`config.mk`:
```
export PLATFORM = sky130hd
export DESIGN_NAME = alu_compare_pipe
export DESIGN_NICKNAME = d
export VERILOG_FILES = /design/src/rtl/alu_compare_pipe.sv
export SDC_FILE = /design/constraint.sdc
export NUM_CORES = 1
export LEC_CHECK = 0
export CORE_ASPECT_RATIO = 0.7
export CORE_MARGIN = 2
export CORE_UTILIZATION = 49
export CTS_CLUSTER_SIZE = 20
export DETAILED_ROUTE_END_ITERATION = 10
export GPL_TIMING_DRIVEN = 0
export PLACE_DENSITY_LB_ADDON = 0.25
export SLEW_MARGIN = 0
export SYNTH_ARGS = -nofsm -noshare
export SYNTH_HDL_FRONTEND = slang
export SYNTH_SLANG_ARGS = --single-unit
```
`constraint.sdc`:
```
create_clock -name clk -period 2.4 [get_ports clk]
set_input_delay 0.48 -clock clk [delete_from_list [all_inputs] [get_ports clk]]
set_output_delay 0.48 -clock clk [all_outputs]
set_load 0.05 [all_outputs]
```
`src/rtl/alu_compare_pipe.sv`:
```
// Two-stage valid/ready comparator: S1 registers the operand beat, S2 registers {gt, lt, eq, cond}.
// A saturating counter tracks delivered results whose selected relation held.
module alu_compare_pipe #(
  parameter int WIDTH = 8,
  parameter int CNT_W = 8
) (
  input  logic             clk,
  input  logic             rst,
  input  logic             in_valid,
  output logic             in_ready,
  input  logic [WIDTH-1:0] op_a,
  input  logic [WIDTH-1:0] op_b,
  input  logic [2:0]       mode,
  input  logic             sgn,
  output logic             out_valid,
  input  logic             out_ready,
  output logic [3:0]       result,
  input  logic             cnt_clr,
  output logic [CNT_W-1:0] hit_cnt
);

  localparam logic [2:0] MODE_EQ  = 3'b000;
  localparam logic [2:0] MODE_NE  = 3'b001;
  localparam logic [2:0] MODE_LT  = 3'b010;
  localparam logic [2:0] MODE_LE  = 3'b011;
  localparam logic [2:0] MODE_GT  = 3'b100;
  localparam logic [2:0] MODE_GE  = 3'b101;
  localparam logic [2:0] MODE_ONE = 3'b110;

  localparam logic [CNT_W-1:0] CNT_MAX = {CNT_W{1'b1}};
  localparam logic [CNT_W-1:0] CNT_ONE = {{(CNT_W-1){1'b0}}, 1'b1};

  // Flipping both MSBs maps two's-complement order onto unsigned order.
  function automatic logic [3:0] cmp_flags(input logic [WIDTH-1:0] a,
                                           input logic [WIDTH-1:0] b,
                                           input logic [2:0]       m,
                                           input logic             s);
    logic [WIDTH-1:0] ua;
    logic [WIDTH-1:0] ub;
    logic             eq;
    logic             lt;
    logic             gt;
    logic             cond;
    ua   = {a[WIDTH-1] ^ s, a[WIDTH-2:0]};
    ub   = {b[WIDTH-1] ^ s, b[WIDTH-2:0]};
    eq   = (a == b);
    lt   = (ua < ub);
    gt   = ~eq & ~lt;
    case (m)
      MODE_EQ:  cond = eq;
      MODE_NE:  cond = ~eq;
      MODE_LT:  cond = lt;
      MODE_LE:  cond = lt | eq;
      MODE_GT:  cond = gt;
      MODE_GE:  cond = gt | eq;
      MODE_ONE: cond = 1'b1;
      default:  cond = 1'b0;
    endcase
    return {gt, lt, eq, cond};
  endfunction

  logic             s1_valid_q, s1_valid_d;
  logic [WIDTH-1:0] a_q, a_d;
  logic [WIDTH-1:0] b_q, b_d;
  logic [2:0]       mode_q, mode_d;
  logic             sgn_q, sgn_d;
  logic             s2_valid_q, s2_valid_d;
  logic [3:0]       result_q, result_d;
  logic [CNT_W-1:0] hit_cnt_q, hit_cnt_d;

  logic s1_adv;
  logic s2_adv;
  logic fire_in;
  logic fire_out;

  // Handshake and next-state logic for both stages and the hit counter.
  always_comb begin
    s2_adv   = ~s2_valid_q | out_ready;
    s1_adv   = ~s1_valid_q | s2_adv;
    fire_in  = in_valid & s1_adv;
    fire_out = s2_valid_q & out_ready;

    s1_valid_d = s1_valid_q;
    a_d        = a_q;
    b_d        = b_q;
    mode_d     = mode_q;
    sgn_d      = sgn_q;
    s2_valid_d = s2_valid_q;
    result_d   = result_q;
    hit_cnt_d  = hit_cnt_q;

    if (s1_adv) begin
      s1_valid_d = in_valid;
    end else begin
      s1_valid_d = s1_valid_q;
    end

    // Operands are only sampled on an accepted beat.
    if (fire_in) begin
      a_d    = op_a;
      b_d    = op_b;
      mode_d = mode;
      sgn_d  = sgn;
    end else begin
      a_d    = a_q;
      b_d    = b_q;
      mode_d = mode_q;
      sgn_d  = sgn_q;
    end

    if (s2_adv) begin
      s2_valid_d = s1_valid_q;
      if (s1_valid_q) begin
        result_d = cmp_flags(a_q, b_q, mode_q, sgn_q);
      end else begin
        result_d = result_q;
      end
    end else begin
      s2_valid_d = s2_valid_q;
      result_d   = result_q;
    end

    // A clear in the same cycle as a hit discards that hit.
    if (cnt_clr) begin
      hit_cnt_d = {CNT_W{1'b0}};
    end else if (fire_out && result_q[0] && (hit_cnt_q != CNT_MAX)) begin
      hit_cnt_d = hit_cnt_q + CNT_ONE;
    end else begin
      hit_cnt_d = hit_cnt_q;
    end
  end

  // Pipeline and counter registers.
  always_ff @(posedge clk or posedge rst) begin
    if (rst) begin
      s1_valid_q <= 1'b0;
      a_q        <= {WIDTH{1'b0}};
      b_q        <= {WIDTH{1'b0}};
      mode_q     <= 3'b000;
      sgn_q      <= 1'b0;
      s2_valid_q <= 1'b0;
      result_q   <= 4'b0000;
      hit_cnt_q  <= {CNT_W{1'b0}};
    end else begin
      s1_valid_q <= s1_valid_d;
      a_q        <= a_d;
      b_q        <= b_d;
      mode_q     <= mode_d;
      sgn_q      <= sgn_d;
      s2_valid_q <= s2_valid_d;
      result_q   <= result_d;
      hit_cnt_q  <= hit_cnt_d;
    end
  end

  assign in_ready  = s1_adv;
  assign out_valid = s2_valid_q;
  assign result    = result_q;
  assign hit_cnt   = hit_cnt_q;

endmodule

```
==> flow_metrics.env, run 1 <==
export IMPL_worstSkewPairLatency_ns=0.28
export IMPL_overflow=0
export IMPL_place_congestion=0.7994
export IMPL_grt_max_degree=35
export IMPL_grt_usage_pct=19.93
export IMPL_syn_num_nets=170
export IMPL_min_period_over_period_pct=92.58
export IMPL_io_pins=39
export IMPL_fin_nets=214
export IMPL_max_freq_ghz=0.4501
export IMPL_drt_initial_drc_count=67
export IMPL_die_width_um=73.50
export IMPL_path_clk_slew_ns=0.06
export IMPL_via_per_inst=5.215
export IMPL_path_class="input port to output pin"
export IMPL_cts_buffers_inserted=5
export IMPL_pwr_density_cell_nw_per_um2=719.8
export IMPL_cts_resized=1
export IMPL_drc=0
export IMPL_ys_ff_latch=34
export IMPL_finalCriticalPeriod_ns=2.222
export IMPL_hold_end="result[3]"
export IMPL_vias=1142
export IMPL_core_um2=3191
export IMPL_clkSinkCount=34
export IMPL_grt_pass1_wl_mm=5.561
export IMPL_seq_area_frac_synth_pct=51.36
export IMPL_synth_top_area_share_pct=51.36
export IMPL_cts_hold_fix_buffers=0
export IMPL_setup_viol=0
export IMPL_port_buffers=37
export IMPL_min_path_cells=2
export IMPL_holdCritPathClass="register to register"
export IMPL_cp_required_ns=1.92
export IMPL_hp_start="result[3]"
export IMPL_crit_start="out_ready"
export IMPL_post_drt_wl_per_cell_um=15.00
export IMPL_rsz0062_at_grt="false"
export IMPL_synthTopCellsByArea="dfrtp_1 (51%), mux2_2 (14%), ha_1 (6.0%), xor2_1 (2.6%), xnor2_1 (2.1%)"
export IMPL_final_cell_mix="clkdlybuf4s50_1 (36), dfrtp_1 (34), mux2_2 (21)"
export IMPL_synth_cell_types=33
export IMPL_synth_flop_cell="dfrtp_1"
export IMPL_yosysTopAreaCell="dfrtp_1"
export IMPL_final_common_cell="clkdlybuf4s50_1"
export IMPL_postCtsSetupBuffers=0
export IMPL_dieArea_um2=3869
export IMPL_worst_pin_slew_ns=0.7152
export IMPL_fin_ws_ns=0.1782
export IMPL_initial_utilization_pct=51.92
export IMPL_die_y_um=52.65
export IMPL_htree_num_levels=2
export IMPL_ant_nets=0
export IMPL_hold_viol_final=0
export IMPL_leakagePower_nw=0.9497
export IMPL_r2r_setup_slack_ns=0.58
export IMPL_syn_inst=137
export IMPL_slew_viol_final=0
export IMPL_place_ws_ns=-0.1072
export IMPL_cts_root_buf="clkbuf_8"
export IMPL_drive_above_1_share_pct=20.99
export IMPL_r2r_end="result[0]"
export IMPL_start_kind="input port"
export IMPL_grt_pass1_vias=1237
export IMPL_tns_ns=0
export IMPL_synth_edf_count=0
export IMPL_totalWireLength_mm=3.286
export IMPL_crit_path_end_kind="output pin"
export IMPL_core_rowCount=17
export IMPL_ir_drop_uv=365.5
export IMPL_hpwl_mm=2.506
export IMPL_r2r_cells=7
export IMPL_hold_slack_ns=0.4787
export IMPL_synthArstFlopShare_pct=100.0
export IMPL_syn_to_final_growth_pct=29.91
export IMPL_syn_cell_area_um2=1657
export IMPL_dr_pass1_iters=4
export IMPL_syn_avg_cell_area_um2=12.09
export IMPL_cts_tree="yes"
export IMPL_crit_reg2reg_launch="a_q[1]"
export IMPL_yosys_warnings=0
export IMPL_num_antenna_cells=0
export IMPL_relSlewSlack_pct=52.25
export IMPL_crit_path_max_fanout=4
export IMPL_outcome="finished, final reports clean"
export IMPL_cap_violations=0
export IMPL_arrival_ns=1.74
export IMPL_cts_path_max_buffers=2
export IMPL_finalPower_w=0.001549
export IMPL_antenna_found_initial=0
export IMPL_final_setup_skew_ns=0.004225
-- cell usage after synthesis, types with 4 or more instances --
cell,number
nor2_1,9
dfrtp_1,34
xnor2_1,4
nand2b_1,4
inv_1,8
mux2_2,21
a21oi_1,5
xor2_1,5
nand2_1,5
ha_1,8
-- worst max-delay path, cell delays in order --
cell and delay [ns]:
clkdlybuf4s50_1 0.51, nand3b_1 0.17, dlygate4sd2_1 0.57
-- sequential cells by signal, indices dropped and copies added (netlist names) --
register and cells:
mode_q 3, hit_cnt 8, result 4, s1_valid_q 1
out_valid 1, sgn_q 1, a_q 8, b_q 8
-- where the power goes --
part,total [W],switching [W],internal (W)
logic,0.000449,0.000239,0.000210
clock network,0.000392,0.000197,0.000194
registers,0.000708,0.0000586,0.000649
-- cells by family (layout without fill, tap and decap cells) --
logic type,after synthesis,count (layout),synth area share [%]
buffers and inverters,11,55,2.643
XOR/XNOR,9,9,4.758
adder cells (fa/ha/maj),8,8,6.043
multiplexers,25,25,16.77
AO/OA/AOI/OAI,13,13,6.344
flip-flops,34,34,51.36
AND/OR/NAND/NOR,37,37,12.09
-- worst max-delay path by stage --
stage | slack [ns] | cells after the start | to
after floorplan | 0.28 | 4 | a_q[0]
after detailed placement | -0.11 | 3 | in_ready
after global placement | -0.03 | 3 | in_ready
after CTS | 0.18 | 3 | in_ready
final | 0.18 | 3 | in_ready
after global routing | 0.11 | 3 | in_ready
-- metrics by stage --
stage                     util [%]  cells  cell area (um^2)
after global placement       65.02    212              2074
after CTS                    67.45    219              2152
after floorplan                  -    137              1657
final                        67.45    219              2152
after global routing         67.45    219              2152
after detailed placement     65.02    212              2074
-- layout make-up --
cell class	instances	area, um^2
inverters	8	30.03
repair buffers	37	369.1
well taps	38	47.55
clock inverters	2	10.01
fillers	245	1039
clock buffers	5	68.82
flip-flops and latches	34	850.8
multi-input cells	92	762.0
plain buffers	3	13.76
-- routing by layer --
| metal | global-route usage, % | wire length [um] | vias up |
|---|---|---|---|
| li1 | - | - | 560 |
| met5 | 0 | 0 | - |
| met1 | 24.91 | 1539 | 552 |
| met3 | 5.385 | 149 | 2 |
| met4 | 8.182 | 23 | 0 |
| met2 | 32.74 | 1574 | 28 |
Power figures use the tool's default switching activity.
==> inputs of run 2 (changes only) <==
--- a/config.mk
+++ b/config.mk
@@ -12,6 +12,7 @@
 export DETAILED_ROUTE_END_ITERATION = 10
 export GPL_TIMING_DRIVEN = 0
 export PLACE_DENSITY_LB_ADDON = 0.25
+export REMOVE_ABC_BUFFERS = 1
 export SLEW_MARGIN = 0
 export SYNTH_ARGS = -nofsm -noshare
 export SYNTH_HDL_FRONTEND = slang
==> run 2 against run 1 <==
Sequential share of layout area is 0.12 points higher; clock skew is 0.0021 ns lower; final cell count is 0.91% lower; critical path type unchanged; highest routed layer unchanged.
==> flow_metrics.env, run 2 (same netlist as run 1, synthesis figures left out) <==
export IMPL_outcome="finished, final reports clean"
export IMPL_grt_pass1_wl_mm=5.644
export IMPL_htree_num_levels=2
export IMPL_overflow=0
export IMPL_core_um2=3191
export IMPL_final_setup_skew_ns=0.002173
export IMPL_fin_nets=212
export IMPL_worstSkewPairLatency_ns=0.28
export IMPL_p_seq_share_pct=46.0
export IMPL_min_period_over_period_pct=90.70
export IMPL_grt_usage_pct=19.67
export IMPL_totalWireLength_mm=3.284
export IMPL_power_switching_w=0.0004811
export IMPL_critPathBufInv=2
export IMPL_worst_pin_slew_ns=0.8336
export IMPL_p_int_w=0.001059
export IMPL_vias=1158
export IMPL_hpwl_mm=2.517
export IMPL_grt_max_degree=35
export IMPL_crit_path_end_kind="output pin"
export IMPL_ant_nets=0
export IMPL_io_pins=39
export IMPL_start_kind="input port"
export IMPL_max_freq_ghz=0.4594
export IMPL_cts_buffers_inserted=5
export IMPL_post_drt_wl_per_cell_um=15.13
export IMPL_port_buffers=38
export IMPL_leakagePower_nw=0.9399
export IMPL_cp_required_ns=1.92
export IMPL_cts_path_max_buffers=2
export IMPL_syn_to_final_growth_pct=29.53
export IMPL_drc=0
export IMPL_slowest_delay_ns=0.54
export IMPL_crit_chain="clkdlybuf4s50_1 > nand3b_1 > dlygate4sd2_1"
export IMPL_die_width_um=73.50
export IMPL_tns_ns=0
export IMPL_fin_ws_ns=0.2232
export IMPL_multi_input_area_um2=762.0
export IMPL_place_ws_ns=-0.04793
export IMPL_hold_viol_final=0
export IMPL_fill_cells=270
export IMPL_seq_area_um2=850.8
export IMPL_setup_viol=0
export IMPL_final_cell_mix="clkdlybuf4s50_1 (37), dfrtp_1 (34), mux2_2 (21)"
export IMPL_dieArea_um2=3869
export IMPL_drive_above_1_share_pct=18.99
export IMPL_p_comb_share_pct=29.1
export IMPL_core_rowCount=17
export IMPL_arrival_ns=1.70
export IMPL_cts_hold_fix_buffers=0
export IMPL_cap_violations=0
export IMPL_netSwitchingFraction_pct=31.23
export IMPL_postCtsSetupBuffers=0
export IMPL_final_common_cell="clkdlybuf4s50_1"
export IMPL_antenna_found_initial=0
export IMPL_relSlewSlack_pct=44.29
export IMPL_clkSinkCount=34
export IMPL_pwr_density_cell_nw_per_um2=717.9
export IMPL_cts_tree="yes"
export IMPL_crit_family="buffers and inverters"
export IMPL_path_class="input port to output pin"
export IMPL_grt_pass1_vias=1256
export IMPL_slew_viol_final=0
export IMPL_dr_pass1_iters=4
export IMPL_cts_root_buf="clkbuf_8"
export IMPL_place_congestion=0.7440
export IMPL_finalCriticalPeriod_ns=2.177
export IMPL_via_per_inst=5.336
export IMPL_final_area_um2=2146
export IMPL_die_y_um=52.65
export IMPL_path_clk_slew_ns=0.06
export IMPL_ir_drop_uv=402.7
export IMPL_p_clk_share_pct=24.9
export IMPL_holdCritPathClass="register to register"
export IMPL_place_area_um2=2071
export IMPL_finalPower_w=0.001540
export IMPL_num_antenna_cells=0
export IMPL_drt_initial_drc_count=43
export IMPL_initial_utilization_pct=51.92
export IMPL_rsz0062_at_grt="false"
export IMPL_cp_slowest_cell="dlygate4sd2_1"
export IMPL_crit_path_max_fanout=4
==> run 2: routing by layer <==
metal	share of wire, %	global-route usage, %
met2	50	32.74
met4	0.97	6.364
met3	4.8	5.962
met5	0	0
met1	44	24.51
==> run 2: metrics by stage <==
stage          std cells  utilization, %  hold WS [ns]
2_1_floorplan        134               -        0.4572
3_5_place_dp         210           64.90        0.4830
5_1_grt              217           67.25        0.5229
3_3_place_gp         210           64.90        0.4603
6_report             217           67.25        0.4921
4_1_cts              217           67.25        0.4976
==> run 2: area by class of cell <==
class                      instances  share of cell area [%]
timing repair buffer              38                   17.67
inverter                           8                   1.399
clock buffer                       7                   3.557
multi-input combinational         92                   35.51
tap                               38                   2.216
sequential                        34                   39.65
==> run 2: worst paths after layout <==
check	startpoint	slack (ns)	to	cells past startpoint
max	out_ready	0.22	in_ready	3
min	result[3]	0.49	result[3]	2
min reg2reg	result[3]	0.49	result[3]	2
max reg2reg	a_q[1]	0.56	result[0]	7
max in group asynchronous	rst	1.32	hit_cnt[1]	2
min in group asynchronous	rst	0.63	hit_cnt[4]	2
==> run 2: worst reg2reg max path, stage by stage, from the launching register on <==
cell      delay, ns
dfrtp_1        0.38
ha_1           0.30
nor2b_1        0.15
o211ai_2       0.15
a21oi_2        0.08
a311oi_2       0.31
mux2i_1        0.13
a32o_1         0.23
==> run 2: repair_timing <==
item,4_1_cts,5_1_grt
setup endpoints to repair,1,0
resized for setup,1,0
endpoints found under the hold margin,0,0
==> run 2: power by group through the flow <==
stage | logic [W] | clock network [W] | registers, W
2_1_floorplan | 0.000223 | 0 | 0.000793
3_3_place_gp | 0.000436 | 0 | 0.000712
3_5_place_dp | 0.000452 | 0 | 0.000719
4_1_cts | 0.000453 | 0.000396 | 0.000708
5_1_grt | 0.000485 | 0.000426 | 0.000721
6_report | 0.000448 | 0.000384 | 0.000708
==> inputs of run 3 (changes only) <==
--- a/config.mk
+++ b/config.mk
@@ -7,7 +7,8 @@
 export LEC_CHECK = 0
 export CORE_ASPECT_RATIO = 0.7
 export CORE_MARGIN = 2
-export CORE_UTILIZATION = 49
+export CORE_UTILIZATION = 51
+export CTS_BUF_LIST = sky130_fd_sc_hd__clkbuf_4
 export CTS_CLUSTER_SIZE = 20
 export DETAILED_ROUTE_END_ITERATION = 10
 export GPL_TIMING_DRIVEN = 0
==> run 3 against run 2 <==
Final area down 1.0%; combinational power down 0.9%; clock skew up 0.0031 ns; largest cell class unchanged.
==> flow_metrics.env, run 3 (same netlist as run 1, synthesis figures left out) <==
export IMPL_drive_above_1_share_pct=20.00
export IMPL_hp_start="result[3]"
export IMPL_cap_violations=0
export IMPL_core_um2=3127
export IMPL_fin_nets=212
export IMPL_leakagePower_nw=0.9346
export IMPL_grt_max_degree=35
export IMPL_crit_reg2reg_launch="a_q[1]"
export IMPL_top_layer_used="met4"
export IMPL_finalCriticalPeriod_ns=2.176
export IMPL_crit_path_max_fanout=4
export IMPL_dieArea_um2=3728
export IMPL_start_kind="input port"
export IMPL_antenna_found_initial=0
export IMPL_path_clk_slew_ns=0.11
export IMPL_ir_drop_uv=373.8
export IMPL_min_path_cells=2
export IMPL_wl_met3_um=170
export IMPL_wl_met1_mm=1.444
export IMPL_hpwl_mm=2.258
export IMPL_cts_buffers_inserted=5
export IMPL_overflow=0
export IMPL_cts_resized=1
export IMPL_cts_hold_fix_buffers=0
export IMPL_cp_required_ns=1.92
export IMPL_postCtsSetupBuffers=0
export IMPL_final_common_cell="clkdlybuf4s50_1"
export IMPL_r2r_setup_slack_ns=0.56
export IMPL_setup_viol=0
export IMPL_grt_pass1_vias=1199
export IMPL_outcome="finished, final reports clean"
export IMPL_worstSkewPairLatency_ns=0.33
export IMPL_grt_usage_pct=18.78
export IMPL_arrival_ns=1.70
export IMPL_die_y_um=51.69
export IMPL_worst_pin_slew_ns=0.8206
export IMPL_final_cell_mix="clkdlybuf4s50_1 (37), dfrtp_1 (34), mux2_2 (21)"
export IMPL_htree_num_levels=2
export IMPL_slew_viol_final=0
export IMPL_post_drt_wl_per_cell_um=14.30
export IMPL_drt_initial_drc_count=45
export IMPL_holdCritPathClass="register to register"
export IMPL_place_congestion=0.7228
export IMPL_syn_to_final_growth_pct=28.17
export IMPL_clkSinkCount=34
export IMPL_initial_utilization_pct=52.98
export IMPL_dr_pass1_iters=4
export IMPL_via_per_inst=5.335
export IMPL_final_setup_skew_ns=0.005264
export IMPL_cts_tree="yes"
export IMPL_crit_start="out_ready"
export IMPL_max_freq_ghz=0.4595
export IMPL_die_width_um=72.12
export IMPL_place_ws_ns=-0.05481
export IMPL_min_period_over_period_pct=90.67
export IMPL_io_pins=39
export IMPL_rsz0062_at_grt="false"
export IMPL_relSlewSlack_pct=45.16
export IMPL_cts_root_buf="clkbuf_4"
export IMPL_r2r_end="result[0]"
export IMPL_hold_end="result[3]"
export IMPL_num_antenna_cells=0
export IMPL_port_buffers=38
export IMPL_path_class="input port to output pin"
export IMPL_crit_path_end_kind="output pin"
export IMPL_ant_nets=0
export IMPL_r2r_cells=7
export IMPL_drc=0
export IMPL_grt_pass1_wl_mm=5.292
export IMPL_core_rowCount=17
export IMPL_wl_met2_mm=1.490
export IMPL_cts_path_max_buffers=2
export IMPL_final_util_pct=67.91
export IMPL_vias=1163
export IMPL_totalWireLength_mm=3.118
export IMPL_hold_viol_final=0
export IMPL_pwr_density_cell_nw_per_um2=688.2
export IMPL_fin_ws_ns=0.2239
-- run 3: worst max path at each step --
stage / endpoint / slack, ns / depth (start not counted)
global placement: in_ready / -0.03 / 3
detailed placement: in_ready / -0.05 / 3
global route: in_ready / 0.18 / 3
CTS: in_ready / 0.22 / 3
floorplan: a_q[0] / -0.003 / 3
finish: in_ready / 0.22 / 3
-- run 3: area by class of cell --
class / instances / area [um^2]
Fill cell: 244 / 1003
Sequential cell: 34 / 850.8
Multi-Input combinational cell: 92 / 762.0
Timing Repair Buffer: 38 / 379.1
Tap cell: 38 / 47.55
Clock buffer: 6 / 45.04
Inverter: 8 / 30.03
Clock inverter: 2 / 8.758
-- run 3: worst max-delay path: stages --
cell and delay [ns]:
clkdlybuf4s50_1 0.52, nand3b_1 0.16, dlygate4sd2_1 0.54
-- run 3: stage by stage --
step	total power, W	area (um^2)	hold slack (ns)	std cells	TNS [ns]
after global routing	0.001548	2123	0.5384	218	0
after detailed placement	0.001165	2071	0.4757	210	-0.05481
final	0.001461	2123	0.4956	218	0
after CTS	0.001475	2123	0.4998	218	0
after floorplan	0.001016	1643	0.4572	134	-0.06972
after global placement	0.001149	2071	0.4625	210	-0.03172
-- run 3: power breakdown --
part	switching [W]	internal, W	leakage, nW
Clock	0.000189	0.000121	0.0331
Combinational	0.000234	0.000210	0.486
Sequential	0.0000582	0.000648	0.416
Total	0.000482	0.000979	0.935
-- run 3: routing by layer --
metal	up-vias	global-route usage (%)
met3	2	5.426
met4	0	5.660
li1	565	-
met2	30	31.96
met1	566	23.34
met5	-	0
